[src/rtl/riscv_pkg.sv]
// Shared encodings for the RISC-V core slice: memory access widths, AXI responses
// and the load/store unit state machine.
package riscv_pkg;

    localparam logic [1:0] MEM_WIDTH_BYTE  = 2'd0;
    localparam logic [1:0] MEM_WIDTH_HALF  = 2'd1;
    localparam logic [1:0] MEM_WIDTH_WORD  = 2'd2;
    localparam logic [1:0] MEM_WIDTH_DWORD = 2'd3;

    localparam logic [1:0] AXI_RESP_OKAY = 2'b00;

    typedef enum logic [2:0] {
        IDLE,
        RD_ADDR,
        RD_DATA,
        WR_ADDR_DATA,
        WR_RESP,
        DONE
    } lsu_state_t;

endpackage

[src/rtl/riscv_mem_lsu_align.sv]
// Combinational lane logic: extracts and extends load data from a bus beat, and
// places store data and byte strobes onto the correct lanes.
module riscv_mem_lsu_align
    import riscv_pkg::*;
#(
    parameter int XLEN = 64
) (
    input  logic [2:0]        offset,
    input  logic [1:0]        size,
    input  logic              is_unsigned,
    input  logic [XLEN-1:0]   bus_rdata,
    input  logic [XLEN-1:0]   store_data,
    output logic [XLEN-1:0]   load_data,
    output logic [XLEN-1:0]   lane_wdata,
    output logic [XLEN/8-1:0] lane_wstrb
);

    localparam int STRB = XLEN / 8;

    logic [5:0]      shamt;
    logic [XLEN-1:0] shifted;
    logic            sign_bit;
    logic [3:0]      nbytes;
    logic [3:0]      first_lane;
    logic [3:0]      end_lane;

    assign shamt   = {offset, 3'b000};
    assign shifted = bus_rdata >> shamt;

    always_comb begin
        load_data = shifted;
        sign_bit  = 1'b0;
        case (size)
            MEM_WIDTH_BYTE: begin
                sign_bit  = shifted[7] & ~is_unsigned;
                load_data = {{(XLEN-8){sign_bit}}, shifted[7:0]};
            end
            MEM_WIDTH_HALF: begin
                sign_bit  = shifted[15] & ~is_unsigned;
                load_data = {{(XLEN-16){sign_bit}}, shifted[15:0]};
            end
            MEM_WIDTH_WORD: begin
                sign_bit  = shifted[31] & ~is_unsigned;
                load_data = {{(XLEN-32){sign_bit}}, shifted[31:0]};
            end
            default: load_data = shifted;
        endcase
    end

    assign lane_wdata = store_data << shamt;

    // A lane is strobed when it falls inside [offset, offset + bytes).
    assign nbytes     = 4'd1 << size;
    assign first_lane = {1'b0, offset};
    assign end_lane   = first_lane + nbytes;

    generate
        for (genvar gi = 0; gi < STRB; gi++) begin : g_strb
            assign lane_wstrb[gi] = (4'(gi) >= first_lane) && (4'(gi) < end_lane);
        end
    endgenerate

endmodule

[src/rtl/riscv_mem_lsu_axil.sv]
// Load/store unit: turns one MEM-stage access into a single AXI-Lite read or write
// and returns extended load data with a one-cycle completion pulse.
module riscv_mem_lsu_axil
    import riscv_pkg::*;
#(
    parameter int XLEN       = 64,
    parameter int ADDR_WIDTH = 32
) (
    input  logic                  i_clk,
    input  logic                  i_rst,
    input  logic                  i_req,
    output logic                  o_req_ready,
    input  logic                  i_read,
    input  logic                  i_write,
    input  logic [2:0]            i_width,
    input  logic [XLEN-1:0]       i_addr,
    input  logic [XLEN-1:0]       i_wdata,
    output logic                  o_busy,
    output logic                  o_done,
    output logic [XLEN-1:0]       o_rdata,
    output logic                  o_misaligned,
    output logic                  o_bus_err,
    output logic [ADDR_WIDTH-1:0] m_axi_awaddr,
    output logic                  m_axi_awvalid,
    input  logic                  m_axi_awready,
    output logic [XLEN-1:0]       m_axi_wdata,
    output logic [XLEN/8-1:0]     m_axi_wstrb,
    output logic                  m_axi_wvalid,
    input  logic                  m_axi_wready,
    input  logic [1:0]            m_axi_bresp,
    input  logic                  m_axi_bvalid,
    output logic                  m_axi_bready,
    output logic [ADDR_WIDTH-1:0] m_axi_araddr,
    output logic                  m_axi_arvalid,
    input  logic                  m_axi_arready,
    input  logic [XLEN-1:0]       m_axi_rdata,
    input  logic [1:0]            m_axi_rresp,
    input  logic                  m_axi_rvalid,
    output logic                  m_axi_rready
);

    lsu_state_t state_reg, state_next;

    logic [ADDR_WIDTH-1:0] addr_reg;
    logic [2:0]            offset_reg;
    logic [1:0]            size_reg;
    logic                  uns_reg;
    logic [XLEN-1:0]       store_data_reg;
    logic [XLEN-1:0]       rdata_reg;
    logic                  bus_err_reg;
    logic                  misaligned_reg;
    logic                  aw_done_reg;
    logic                  w_done_reg;

    logic                  kind_fault;
    logic                  align_fault;
    logic [XLEN-1:0]       load_data;
    logic                  unused_addr_bits;

    assign unused_addr_bits = ^i_addr[XLEN-1:ADDR_WIDTH];

    assign kind_fault = (i_read == i_write);

    always_comb begin
        align_fault = 1'b0;
        case (i_width[1:0])
            MEM_WIDTH_HALF:  align_fault = i_addr[0];
            MEM_WIDTH_WORD:  align_fault = |i_addr[1:0];
            MEM_WIDTH_DWORD: align_fault = |i_addr[2:0];
            default:         align_fault = 1'b0;
        endcase
    end

    riscv_mem_lsu_align #(
        .XLEN(XLEN)
    ) u_align (
        .offset      (offset_reg),
        .size        (size_reg),
        .is_unsigned (uns_reg),
        .bus_rdata   (m_axi_rdata),
        .store_data  (store_data_reg),
        .load_data   (load_data),
        .lane_wdata  (m_axi_wdata),
        .lane_wstrb  (m_axi_wstrb)
    );

    always_ff @(posedge i_clk) begin
        if (i_rst) begin
            state_reg      <= IDLE;
            addr_reg       <= '0;
            offset_reg     <= '0;
            size_reg       <= '0;
            uns_reg        <= 1'b0;
            store_data_reg <= '0;
            rdata_reg      <= '0;
            bus_err_reg    <= 1'b0;
            misaligned_reg <= 1'b0;
            aw_done_reg    <= 1'b0;
            w_done_reg     <= 1'b0;
        end else begin
            state_reg <= state_next;
            case (state_reg)
                IDLE: begin
                    if (i_req) begin
                        addr_reg       <= {i_addr[ADDR_WIDTH-1:3], 3'b000};
                        offset_reg     <= i_addr[2:0];
                        size_reg       <= i_width[1:0];
                        uns_reg        <= i_width[2];
                        store_data_reg <= i_wdata;
                        rdata_reg      <= '0;
                        aw_done_reg    <= 1'b0;
                        w_done_reg     <= 1'b0;
                        // An ill-formed read/write pair is reported as a bus error
                        // before alignment is even considered.
                        bus_err_reg    <= kind_fault;
                        misaligned_reg <= ~kind_fault & align_fault;
                    end
                end
                RD_DATA: begin
                    if (m_axi_rvalid) begin
                        rdata_reg   <= load_data;
                        bus_err_reg <= (m_axi_rresp != AXI_RESP_OKAY);
                    end
                end
                WR_ADDR_DATA: begin
                    if (m_axi_awvalid && m_axi_awready) aw_done_reg <= 1'b1;
                    if (m_axi_wvalid && m_axi_wready)   w_done_reg  <= 1'b1;
                end
                WR_RESP: begin
                    if (m_axi_bvalid) bus_err_reg <= (m_axi_bresp != AXI_RESP_OKAY);
                end
                default: ;
            endcase
        end
    end

    always_comb begin
        state_next    = state_reg;
        o_req_ready   = 1'b0;
        o_busy        = 1'b0;
        o_done        = 1'b0;
        m_axi_arvalid = 1'b0;
        m_axi_rready  = 1'b0;
        m_axi_awvalid = 1'b0;
        m_axi_wvalid  = 1'b0;
        m_axi_bready  = 1'b0;
        case (state_reg)
            IDLE: begin
                o_req_ready = 1'b1;
                if (i_req) begin
                    if (kind_fault || align_fault) state_next = DONE;
                    else if (i_read)               state_next = RD_ADDR;
                    else                           state_next = WR_ADDR_DATA;
                end
            end
            RD_ADDR: begin
                o_busy        = 1'b1;
                m_axi_arvalid = 1'b1;
                if (m_axi_arready) state_next = RD_DATA;
            end
            RD_DATA: begin
                o_busy       = 1'b1;
                m_axi_rready = 1'b1;
                if (m_axi_rvalid) state_next = DONE;
            end
            WR_ADDR_DATA: begin
                o_busy        = 1'b1;
                m_axi_awvalid = ~aw_done_reg;
                m_axi_wvalid  = ~w_done_reg;
                // Leave once each channel has handshaked, now or in an earlier cycle.
                if ((aw_done_reg || m_axi_awready) && (w_done_reg || m_axi_wready))
                    state_next = WR_RESP;
            end
            WR_RESP: begin
                o_busy       = 1'b1;
                m_axi_bready = 1'b1;
                if (m_axi_bvalid) state_next = DONE;
            end
            DONE: begin
                o_done     = 1'b1;
                state_next = IDLE;
            end
            default: state_next = IDLE;
        endcase
    end

    assign m_axi_araddr = addr_reg;
    assign m_axi_awaddr = addr_reg;
    assign o_rdata      = o_done ? rdata_reg : '0;
    assign o_bus_err    = o_done & bus_err_reg;
    assign o_misaligned = o_done & misaligned_reg;

endmodule

[config.mk]
export PLATFORM = sky130hd
export DESIGN_NAME = riscv_mem_lsu_axil
export DESIGN_NICKNAME = d
export VERILOG_FILES = /design/src/rtl/riscv_pkg.sv /design/src/rtl/riscv_mem_lsu_align.sv /design/src/rtl/riscv_mem_lsu_axil.sv
export SDC_FILE = /design/constraint.sdc
export NUM_CORES = 1
export LEC_CHECK = 0
export ABC_AREA = 1
export CORE_AREA = 2 2 165 167
export DETAILED_ROUTE_END_ITERATION = 12
export DIE_AREA = 0 0 167 169
export PLACE_DENSITY = 0.77
export SLEW_MARGIN = 40
export SYNTH_ARGS = -nofsm -noshare
export SYNTH_HDL_FRONTEND = slang
export SYNTH_SLANG_ARGS = --single-unit
[constraint.sdc]
create_clock -name i_clk -period 2.53 [get_ports i_clk]
set_input_delay 0.3795 -clock i_clk [delete_from_list [all_inputs] [get_ports i_clk]]
set_output_delay 0.3795 -clock i_clk [all_outputs]
set_load 0.01 [all_outputs]
**Word level (Yosys, flattened, before mapping)**

Index checks and enable logic that the tools add are counted.

- Add/sub/neg operators: 1
- $lt $le $gt $ge: 16
- Equality and inequality tests: 18
- Shift operators: 3
- Multiplexer cells: 31
- Bitwise gates (word level): 10
- Reductions and logical operators: 30

Operators with widths:

| kind | number |
|---|---|
| two-way mux 64 bit | 3 |
| case mux 64 bit (3 select lines) | 1 |
| case mux 64 bit (2 select lines) | 1 |
| << shifter 64 x 6 -> 64 bit | 1 |
| >> shifter 64 x 6 -> 64 bit | 1 |
| two-way mux 3 bit | 6 |
| < comparator 3 x 4 -> 1 bit (first input constant) | 4 |
| case mux 3 bit (5 select lines) | 1 |
| two-way mux 1 bit | 14 |
| != test 2 bit (second input constant) | 7 |
| greater-or-equal comparator 3 bit (first input constant) | 4 |
| logical AND 1 bit | 11 |
| AND reduction 3 bit | 3 |
| < comparator 1 x 4 -> 1 bit (first input constant) | 2 |
| < comparator 2 x 4 -> 1 bit (first input constant) | 2 |
| nonzero test 2 bit | 4 |
| AND 1 bit | 6 |
| equality test 2 bit (second input constant) | 3 |
| equality test 3 x 2 -> 1 bit (second input constant) | 2 |
| equality test 3 bit (second input constant) | 2 |
| greater-or-equal comparator 1 x 3 -> 1 bit (first input constant) | 2 |
| greater-or-equal comparator 2 x 3 -> 1 bit (first input constant) | 2 |
| case mux 1 bit (3 select lines) | 2 |
| AND reduction 5 bit | 1 |
| 17 further kinds | 24 |

- Register bits: 170
- Input bits: 209
- Output and inout bits: 210
- Word-level logic and storage cells: 120

**Depth between registers and ports, before layout**

- Word-level depth: 6
- Mapped depth: 13
- Depth with buffers taken out: 12

**By module**

From an unflattened synthesis, not the netlist that was laid out.

- Cells, all modules: 1814
- Area, all modules: 10930.5 µm²

Modules (own cells, without submodules):

| module | times used | cells each | area an instance (µm²) |
|---|---|---|---|
| riscv_mem_lsu_axil | 1 | 980 | 6995.5 |
| riscv_mem_lsu_align | 1 | 834 | 3935.0 |

**Least setup slack after synthesis**

Ideal clock, no wire load.

- Kind: flip-flop to output port
- Start point: register size_reg[1]
- End point: output port m_axi_wstrb[6]
- Arrival time: 1.665 ns
- Slack: 0.486 ns
- Cell stages (with the launch flop): 11
- Path through: dfxtp_1 buf_2 inv_2 nor2_1 ha_1 a31oi_1 or2_1 clkbuf_1 nand2_1 nor2_1 nor2_1

- Word-level cells in the longest chain between the ends: 4

RTL lines:

| item | RTL line | RTL |
|---|---|---|
| start: declaration | riscv_mem_lsu_axil.sv:46 | `logic [1:0] size_reg;` |
| start signal: assignment | riscv_mem_lsu_axil.sv:107 | `size_reg <= i_width[1:0];` |
| << shifter 1 x 2 -> 4 bit | riscv_mem_lsu_align.sv:53 | `assign nbytes = 4'd1 << size;` |
| adder 3 x 4 -> 4 bit | riscv_mem_lsu_align.sv:55 | `assign end_lane = first_lane + nbytes;` |
| < comparator 3 x 4 -> 1 bit | riscv_mem_lsu_align.sv:59 | `assign lane_wstrb[gi] = (4'(gi) >= first_lane) && (4'(gi) < end_lane);` |
| logical AND 1 bit | riscv_mem_lsu_align.sv:59 |  |
| end: declaration | riscv_mem_lsu_axil.sv:27 | `output logic [XLEN/8-1:0] m_axi_wstrb,` |

No other way between the ends.

**Worst setup path after layout**

- Start point: register offset_reg[0]
- End point: output port m_axi_wdata[63]

- Word-level cells in the longest chain between the ends: 1

RTL lines:

| item | RTL line | RTL |
|---|---|---|
| start: declaration | riscv_mem_lsu_axil.sv:45 | `logic [2:0] offset_reg;` |
| start signal: assignment | riscv_mem_lsu_axil.sv:106 | `offset_reg <= i_addr[2:0];` |
| << shifter 64 x 6 -> 64 bit | riscv_mem_lsu_align.sv:50 | `assign lane_wdata = store_data << shamt;` |
| end: declaration | riscv_mem_lsu_axil.sv:26 | `output logic [XLEN-1:0] m_axi_wdata,` |

No other way between the ends.

==> impl_metrics.prom <==
# TYPE chip_impl_metric gauge
chip_impl_metric{name="cts_sinks",unit=""} 170
chip_impl_metric{name="clk_transition_reported_paths",unit="ns"} 0.07
chip_impl_info{name="critical_setup_path_kind",value="flip-flop to output pin"} 1
chip_impl_metric{name="fin_nets",unit=""} 2325
chip_impl_metric{name="ir_drop",unit="mV"} 0.493
chip_impl_metric{name="power_per_cell_area",unit="nW/um^2"} 846
chip_impl_metric{name="grt_antenna_before_repair",unit=""} 3
chip_impl_metric{name="drt_pass1_iterations",unit=""} 7
chip_impl_metric{name="multi_input_comb_area",unit="um^2"} 6240
chip_impl_metric{name="cts.path.max_buffers",unit=""} 2
chip_impl_metric{name="ys_ff_latch",unit=""} 170
chip_impl_metric{name="coreArea",unit="um^2"} 26500
chip_impl_metric{name="rr_worst_depth",unit=""} 10
chip_impl_info{name="min_path_type",value="input port to flip-flop"} 1
chip_impl_info{name="violations_in_the_final_reports",value="negative setup slack"} 1
chip_impl_metric{name="area_growth_syn_to_layout",unit="%"} 45.6
chip_impl_metric{name="synth.yosys.seq_area_share",unit=""} 0.308
chip_impl_metric{name="grt_overflow",unit=""} 0
chip_impl_metric{name="drt-initial-drc-count",unit=""} 1664
chip_impl_metric{name="port-buffer-count",unit=""} 380
chip_impl_metric{name="timing.clock.skew",unit="ns"} 0.0223
chip_impl_metric{name="grt_use_total",unit=""} 0.314
chip_impl_metric{name="max_clock_freq",unit="MHz"} 395
chip_impl_info{name="startpoint_type",value="flip-flop"} 1
chip_impl_metric{name="initial_utilization",unit=""} 0.417
chip_impl_metric{name="synthArstFlopShare",unit=""} 0
chip_impl_metric{name="cap_viol_max_count",unit=""} 0
chip_impl_info{name="ys_dominant_reg_cell",value="dfxtp_1"} 1
chip_impl_metric{name="final_setup_fails",unit=""} 2
chip_impl_metric{name="first_pass_grt_wire_length",unit="um"} 70100
chip_impl_metric{name="power",unit="W"} 0.0136
chip_impl_info{name="rsz0062_at_grt",value="yes"} 1
chip_impl_metric{name="floorplan.die.width",unit="um"} 167
chip_impl_metric{name="count_of_hold_buffers_inserted_by_post_cts_repair",unit=""} 0
chip_impl_metric{name="intPower",unit="W"} 0.00737
chip_impl_metric{name="combinationalPowerShare",unit=""} 0.554
chip_impl_metric{name="mappedNetlistArea",unit="um^2"} 11100
chip_impl_metric{name="gp_routability_congestion",unit=""} 0.984
chip_impl_metric{name="share_of_final_layout_standard_cells_stronger_than_drive_strength_1",unit=""} 0.116
chip_impl_metric{name="hold_path_depth",unit=""} 4
chip_impl_info{name="synth_area_leader_cell",value="dfxtp_1"} 1
chip_impl_metric{name="cts.htree.levels",unit=""} 4
chip_impl_info{name="endpoint_kind",value="output pin"} 1
chip_impl_metric{name="leakage_power_summed_over_all_cells",unit="nW"} 7.32
chip_impl_metric{name="fin_worst_hold_slack",unit="ns"} 0.345
chip_impl_metric{name="syn_area_per_cell",unit="um^2"} 6.11
chip_impl_info{name="synth_most_common_cell",value="nand2_1"} 1
chip_impl_metric{name="place_ws",unit="ns"} -0.116
chip_impl_metric{name="grt_max_degree",unit=""} 108
chip_impl_metric{name="cts_buffers",unit=""} 17
chip_impl_metric{name="sequentialPowerShare",unit=""} 0.252
chip_impl_metric{name="critPathMaxFanout",unit=""} 18
chip_impl_metric{name="synth-edff-count",unit=""} 0
chip_impl_metric{name="insertion_delay_to_the_later_sink_of_the_worst_skew_pair",unit="ns"} 0.45
chip_impl_metric{name="fp-row-count",unit=""} 60
chip_impl_metric{name="dp_hpwl",unit="um"} 33100
chip_impl_info{name="tritoncts_clock_tree",value="built"} 1
chip_impl_metric{name="chipHeight",unit="um"} 169
chip_impl_metric{name="synthCells",unit=""} 1810
chip_impl_metric{name="netlist.area_leader.share",unit=""} 0.308
chip_impl_metric{name="dieArea",unit="um^2"} 28200
chip_impl_metric{name="detail_route.vias_per_cell",unit=""} 5.41
chip_impl_metric{name="switching_power",unit="W"} 0.00625
chip_impl_metric{name="filler_cell_count",unit=""} 2580
chip_impl_info{name="synth_common_cells",value="nand2_1 (543), inv_1 (176), dfxtp_1 (170)"} 1
chip_impl_metric{name="final_antenna_net_count",unit=""} 0
chip_impl_metric{name="setup_slack",unit="ns"} -0.00288
chip_impl_metric{name="drc_errors",unit=""} 0
chip_impl_info{name="run_status",value="finished with violations"} 1
chip_impl_metric{name="worst_ep_required_time",unit="ns"} 2.15
chip_impl_metric{name="final_min_period_over_clock_period",unit=""} 1.00
chip_impl_metric{name="finalHoldViolCount",unit=""} 0
chip_impl_metric{name="via_count",unit=""} 13365
chip_impl_info{name="post_synth_main_area_contributors",value="dfxtp_1 (31%), nand2_1 (18%), nand3_1 (6.8%), o21ai_0 (6.2%), inv_1 (6.0%)"} 1
chip_impl_metric{name="number_of_synthesis_warnings",unit=""} 0
chip_impl_metric{name="route.detailed.wl_per_inst",unit="um"} 19.0
chip_impl_info{name="cts_root_buffer_type",value="clkbuf_16"} 1
chip_impl_metric{name="yosysUniqueCellTypes",unit=""} 37
chip_impl_metric{name="totalNegativeSetupSlack",unit="ns"} -0.00508
chip_impl_metric{name="clock_power_share",unit=""} 0.194
chip_impl_metric{name="critical_path_arrival",unit="ns"} 2.15
chip_impl_metric{name="ff_latch_area",unit="um^2"} 3420
chip_impl_metric{name="worst_slew_slack_as_a_fraction_of_its_limit",unit=""} 0.512
chip_impl_metric{name="totalWireLength",unit="um"} 46900
chip_impl_metric{name="netSwitchingFraction",unit=""} 0.459
chip_impl_metric{name="via_count_of_the_first_global_routing_pass",unit=""} 12447
chip_impl_metric{name="worst-slew-pin-transition",unit="ns"} 0.731
chip_impl_metric{name="io_pins",unit=""} 419
chip_impl_metric{name="layout_min_cycle_time",unit="ns"} 2.53
chip_impl_metric{name="number_of_max_slew_violations_in_the_final_report",unit=""} 0
==> final timing paths <==
path,start,end,slack (ns)
worst max-delay path,offset_reg[0],m_axi_wdata[63],-0.003
worst min-delay path,i_rst,bus_err_reg,0.34
worst max register to register,offset_reg[0],rdata_reg[43],0.17
worst min register to register,store_data_reg[56],store_data_reg[56],0.46
==> critical path, stage by stage, from the launching register on <==
cell	delay, ns
dfxtp_4	0.40
clkbuf_16	0.21
o21ai_2	0.22
inv_1	0.10
nand2_1	0.07
o21ai_0	0.12
o211ai_1	0.32
clkdlybuf4s15_2	0.28
==> cell usage in the layout, fill, tap and decap left out, types with 8 or more instances in the layout <==
cell type        count
a21oi_1            129
a21oi_2             30
buf_12              13
buf_4               36
buf_6                8
clkbuf_16           21
clkdlybuf4s50_1    262
dfxtp_1            163
dlygate4sd2_1       44
dlymetal6s2s_1      61
inv_1              171
inv_2               21
nand2_1            537
nand3_1            148
nor2_1             141
nor2_2               9
o211ai_1            24
o21ai_0            119
o21ai_1             46
o21ai_2             41
o221ai_1            10
==> final cells by class <==
cell class              count  share of cell area
diodes                      3            0.000466
clock buffers              19              0.0269
clock inverters            13             0.00816
inverters                 196              0.0463
multi-input cells        1286               0.388
flip-flops and latches    170               0.213
well taps                 341              0.0265
repair buffers            442               0.292
==> power by group through the flow <==
stage               sequential [W]  clock (W)  combinational [W]
floorplan                  0.00341          0            0.00425
CTS                        0.00340    0.00266            0.00723
global route               0.00348    0.00277            0.00806
detailed placement         0.00343          0            0.00719
global placement           0.00342          0            0.00715
finish                     0.00344    0.00264            0.00754
==> repair_timing <==
item	in CTS	in global routing
pin swaps	21	16
endpoints found under the setup margin	128	137
cloned	3	4
hold endpoints to repair	0	0
buffers inserted	8	3
resized for setup	142	108
==> per-stage QoR <==
| stage | instance area, um^2 | utilization | std cells |
|---|---|---|---|
| 3_3_place_gp | 14900 | 0.562 | 2417 |
| 5_1_grt | 16100 | 0.608 | 2470 |
| 3_5_place_dp | 14900 | 0.562 | 2417 |
| 2_1_floorplan | 11100 | - | 1815 |
| 4_1_cts | 15700 | 0.591 | 2460 |
| 6_report | 16100 | 0.608 | 2470 |
==> per-layer routing <==
metal,track usage,part of all wire
met4,0.109,0.033
met2,0.529,0.48
met5,0,0
met1,0.404,0.40
met3,0.0587,0.091
==> kinds of logic after synthesis <==
logic type	share of synthesized area
AND/OR/NAND/NOR	0.323
AO/OA/AOI/OAI	0.214
buffers and inverters	0.150
flip-flops	0.308
adder cells (fa/ha/maj)	0.00339
XOR/XNOR	0.00158
other	0.000339
(Power assumes the default switching activity.)
